--- config.mk ---
export PLATFORM = sky130hd
export DESIGN_NAME = uart_receiver
export DESIGN_NICKNAME = d
export VERILOG_FILES = /design/src/rtl/uart_receiver.sv
export SDC_FILE = /design/constraint.sdc
export NUM_CORES = 1
export LEC_CHECK = 0
export ABC_AREA = 0
export ABC_CLOCK_PERIOD_IN_PS = 1300
export CORE_MARGIN = 3
export CORE_UTILIZATION = 54
export DETAILED_ROUTE_END_ITERATION = 12
export DONT_BUFFER_PORTS = 1
export PLACE_DENSITY = 0.69
export SLEW_MARGIN = 20
export SYNTH_ARGS = -nofsm -noshare
export SYNTH_HDL_FRONTEND = slang
export SYNTH_SLANG_ARGS = --single-unit
--- constraint.sdc ---
create_clock -name clk -period 1.3 [get_ports clk]
set_input_delay 0.26 -clock clk [delete_from_list [all_inputs] [get_ports clk]]
set_output_delay 0.26 -clock clk [all_outputs]
set_load 0.05 [all_outputs]
--- src/rtl/uart_receiver.sv ---
// UART receiver: 2-flop synchronised rx, 8N1 framing, single-byte holding register
// with sticky frame-error and overrun flags.
module uart_receiver #(
    parameter int CLKS_PER_BIT = 1
) (
    input  logic       clk,
    input  logic       rst,
    input  logic       rx,
    input  logic       read_en,
    output logic [7:0] data,
    output logic       valid,
    output logic       frame_err,
    output logic       overrun,
    output logic       busy
);

    localparam int CW   = $clog2(CLKS_PER_BIT) + 1;
    localparam int HALF = (CLKS_PER_BIT - 1) / 2;
    localparam logic [CW-1:0] LAST   = CW'(CLKS_PER_BIT - 1);
    localparam logic [CW-1:0] HALF_C = CW'(HALF);

    typedef enum logic [1:0] {IDLE, START, DATA, STOP} state_t;

    state_t        state, state_n;
    logic [CW-1:0] cnt, cnt_n;
    logic [2:0]    idx, idx_n;
    logic [7:0]    shift;
    logic          rx_meta, rx_s;
    logic          armed;
    logic          sample, frame_ok, frame_bad;

    always_ff @(posedge clk or posedge rst) begin
        if (rst) begin
            rx_meta <= 1'b1;
            rx_s    <= 1'b1;
        end else begin
            rx_meta <= rx;
            rx_s    <= rx_meta;
        end
    end

    always_ff @(posedge clk or posedge rst) begin
        if (rst) begin
            state <= IDLE;
            cnt   <= '0;
            idx   <= '0;
        end else begin
            state <= state_n;
            cnt   <= cnt_n;
            idx   <= idx_n;
        end
    end

    always_comb begin
        state_n   = state;
        cnt_n     = cnt;
        idx_n     = idx;
        sample    = 1'b0;
        frame_ok  = 1'b0;
        frame_bad = 1'b0;
        case (state)
            IDLE: begin
                cnt_n = '0;
                idx_n = '0;
                if (!rx_s && armed) begin
                    if (HALF == 0) begin
                        state_n = DATA;
                        cnt_n   = '0;
                    end else begin
                        state_n = START;
                        cnt_n   = CW'(1);
                    end
                end
            end
            START: begin
                if (cnt == HALF_C) begin
                    cnt_n   = '0;
                    idx_n   = '0;
                    state_n = rx_s ? IDLE : DATA;
                end else begin
                    cnt_n = cnt + CW'(1);
                end
            end
            DATA: begin
                if (cnt == LAST) begin
                    sample = 1'b1;
                    cnt_n  = '0;
                    if (idx == 3'd7) state_n = STOP;
                    else             idx_n   = idx + 3'd1;
                end else begin
                    cnt_n = cnt + CW'(1);
                end
            end
            STOP: begin
                if (cnt == LAST) begin
                    state_n   = IDLE;
                    cnt_n     = '0;
                    frame_ok  = rx_s;
                    frame_bad = !rx_s;
                end else begin
                    cnt_n = cnt + CW'(1);
                end
            end
            default: state_n = IDLE;
        endcase
    end

    // armed blocks a held-low line (break) from being taken as a new start
    // until rx_s has been seen high again in IDLE.
    always_ff @(posedge clk or posedge rst) begin
        if (rst) begin
            shift     <= '0;
            data      <= '0;
            valid     <= 1'b0;
            frame_err <= 1'b0;
            overrun   <= 1'b0;
            armed     <= 1'b0;
        end else begin
            if (sample) shift[idx] <= rx_s;

            if (frame_bad)                              armed <= 1'b0;
            else if (frame_ok || (state == IDLE && rx_s)) armed <= 1'b1;

            if (frame_ok) data <= shift;

            if (frame_ok)     valid <= 1'b1;
            else if (read_en) valid <= 1'b0;

            if (frame_bad)    frame_err <= 1'b1;
            else if (read_en) frame_err <= 1'b0;

            if (frame_ok && valid && !read_en) overrun <= 1'b1;
            else if (read_en)                  overrun <= 1'b0;
        end
    end

    always_comb begin
        busy = (state != IDLE);
    end

endmodule
==> results by group <==
Timing
  • Fin worst setup slack: -0.123 ns
  • Slew Viols, Final: 0
  • Final period utilization: 109%
  • Post-route minimum period: 1.42 ns
  • Hold Slack: ~0.033 ns
  • Setup repair after global routing missed its margin: yes
  • Final Setup Violations: 13
  • Hold Violations, Final: 0
  • Slew HR: between 60% and 70%
  • Worst-margin pin slew: between 0.4 and 0.5 ns
  • Fmax: roughly 0.70 GHz
  • Worst Skew: between 0.006 and 0.007 ns

Floorplan
  • Starting Density: between 50% and 60%
  • Vert. Die Dim: about 52 um
  • Cell row count: 16
  • Io pins: 16
  • Core Region: around 2000 um2
  • Die area: 2710 um2
  • Die width: ~52 um

Layout
  • Area Overhead vs Synth: 27.8%
  • Most frequent cells in the layout: 23 x dfrtp_1, 18 x buf_4, 11 x mux2_2
  • Commonest non-fill, non-tap cell in the layout: dfrtp_1
  • Share of layout cells above drive strength 1: approximately half
  • Nets: between 100 and 150
  • Filler cells: 129
  • ANT cells: 0

Setup path
  • Worst Reg2Reg Path Length in Cells: 5
  • Critical path fanouts, max: 4
  • Reg2reg start: state[0]$_DFFE_PP0P_
  • WP data required: ~1.5 ns
  • CP Launch Point: state[0]$_DFFE_PP0P_
  • Setup CP Type: register to register
  • Reg2Reg Setup Slack: -0.12 ns
  • Critical path arrival: 1.63 ns
  • CP Launch Type: register
  • Reg2reg end: shift[2]$_DFFE_PP0P_
  • Worst Setup End Kind: register
  • CP endpoint: shift[2]$_DFFE_PP0P_

Logic synthesis
  • Seq cells post-synth: 27
  • Yosys cell types: 29
  • Sequential area share after synthesis: 59.2%
  • Syn nets: just over 90
  • Post-Syn Area per Cell: 13.2 um2
  • Post-synthesis cell count: 87
  • Yosys warning count: 0
  • Mapped cell area: around 1100 um2

Placed design
  • Routability congestion estimate: around 0.69
  • Detailed Place HPWL: about 1200 um
  • Post-Place Setup Slack: -0.0567 ns
  • PortBufs: 0

Routing
  • DR WL/cell: ~13 um
  • DRT iter0 DRCs: 6
  • Routed Antenna Nets: 0
  • Via density: 5.01
  • DRC violations left: 0
  • Pre-antenna DRT Iters: 3
  • Routed via count: around 700
  • WL final: ~1800 um

Clocking
  • Reg clk slew, reported paths: around 0.13 ns
  • CTS Sinks: 27
  • # H-tree levels: 1
  • CTS tree: done
  • CTS Root Cell: clkbuf_4
  • Clk Latency, worst-skew pair: approximately 0.31 ns
  • TritonCTS buffer count: 3
  • Clk buf depth: 2

Pwr
  • Pleak: ~0.7 nW
  • Maximum vdd drop: about 1.5 mV
  • Power density cells: roughly 2400 nW/um2

Global routing
  • First-pass GRT wire length: 3050 um
  • Tot GR Track Use: 15.4%
  • Remaining Overflow, GRT: 0
  • Vias in the first global route: around 730
  • Largest net degree at the start of global routing: 28
  • Initial antenna violation count: 0

Run status
  • Outcome: finished with violations
  • Violated checks: negative setup slack

Hold path
  • HP Class: primary input to register

Job
  • # Max-Cap Violations: 0
## state kept, by name (all words and copies together), names as in the netlist
name	flops
shift	8
rx_s	1
state	2
armed	1
valid	1
data	8
overrun	1
rx_meta	1
idx	3
frame_err	1
## critical path, stage by stage, from the launching register on
cell,delay (ns)
dfrtp_1,0.41
buf_6,0.13
buf_12,0.12
nor3b_4,0.23
nand3b_1,0.13
mux2_4,0.31
## cells in the mapped netlist
cell type | count | area (um2)
dfrtp_1 | 25 | 626
mux2_2 | 11 | 124
nand2_1 | 6 | 22.5
nor2_1 | 6 | 22.5
mux2_1 | 5 | 56.3
inv_1 | 3 | 11.3
o21ai_0 | 3 | 15.0
a21boi_0 | 2 | 15.0
buf_2 | 2 | 10.0
dfstp_2 | 2 | 52.6
ha_1 | 2 | 25.0
nand3b_1 | 2 | 15.0
nor3b_1 | 2 | 15.0
a22o_1 | 1 | 8.76
a41oi_1 | 1 | 8.76
and2_1 | 1 | 6.26
and3b_2 | 1 | 10.0
buf_4 | 1 | 7.51
buf_6 | 1 | 11.3
clkbuf_1 | 1 | 3.75
nand3_1 | 1 | 5.00
nand3_2 | 1 | 10.0
nand3b_2 | 1 | 11.3
nor3_1 | 1 | 5.00
nor3b_4 | 1 | 18.8
o21a_1 | 1 | 7.51
o22ai_1 | 1 | 6.26
or2_2 | 1 | 6.26
xor2_1 | 1 | 8.76
## stage by stage
stage	utilization (%)	setup TNS (ns)	instances	total power, mW	instance area, um2
3_3_place_gp	64.9	-0.0527	127	2.90	1290
6_report	73.8	-0.653	140	3.52	1460
5_1_grt	73.8	-1.71	140	3.76	1460
4_1_cts	71.8	-0.498	138	3.47	1420
2_1_floorplan	-	0	87	2.55	1150
3_5_place_dp	64.9	-0.0789	127	2.95	1290
## layer usage
layer / track usage (%) / wire length [um]
met5: 0 / 0
met4: 6.55 / 14
met3: 3.44 / 59
met2: 25.5 / 910
met1: 19.2 / 837
## area by class of cell
| cell class | instances | area [um2] | share of cell area, % |
|---|---|---|---|
| sequential | 27 | 681 | 46.5 |
| multi-input combinational | 52 | 469 | 32.1 |
| timing repair buffer | 27 | 240 | 16.4 |
| tap | 27 | 33.8 | 2.31 |
| clock buffer | 3 | 22.5 | 1.54 |
| inverter | 3 | 11.3 | 0.770 |
| clock inverter | 1 | 5.00 | 0.342 |
## worst min path at each step
stage                       start  slack (ns)               endpoint  depth (start not counted)
after floorplan                rx        0.26      rx_meta$_DFF_PP1_                          0
after global placement        rst        0.23    data[6]$_DFFE_PP0P_                          2
after detailed placement      rst        0.23    data[0]$_DFFE_PP0P_                          2
after CTS                 read_en        0.01  frame_err$_DFFE_PP0P_                          1
after global routing      read_en       0.006      valid$_DFFE_PP0P_                          1
final                     read_en        0.03      valid$_DFFE_PP0P_                          1
## cell families (layout without fill, tap and decap cells)
| family | Yosys count | after routing | synth area share [%] |
|---|---|---|---|
| compound gates | 9 | 9 | 5.36 |
| xor+xnor | 1 | 1 | 0.765 |
| fa+ha+maj | 2 | 2 | 2.19 |
| buf+inv | 8 | 34 | 3.82 |
| flops | 27 | 27 | 59.2 |
| mux | 16 | 16 | 15.7 |
| simple gates | 24 | 24 | 12.9 |
## what timing repair did
action / 4_1_cts / 5_1_grt
pin swaps: 7 / 5
resized for setup: 10 / 8
hold buffers: 3 / 1
hold endpoints to repair: 27 / 1
buffers inserted: 4 / 1
setup endpoints to repair: 9 / 23
## power by group
part | switching (mW) | internal (mW) | leakage [nW]
clock | 0.230 | 0.115 | 0.0177
sequential | 0.244 | 1.18 | 0.330
combinational | 0.911 | 0.847 | 0.337
Power figures use the tool's default switching activity.
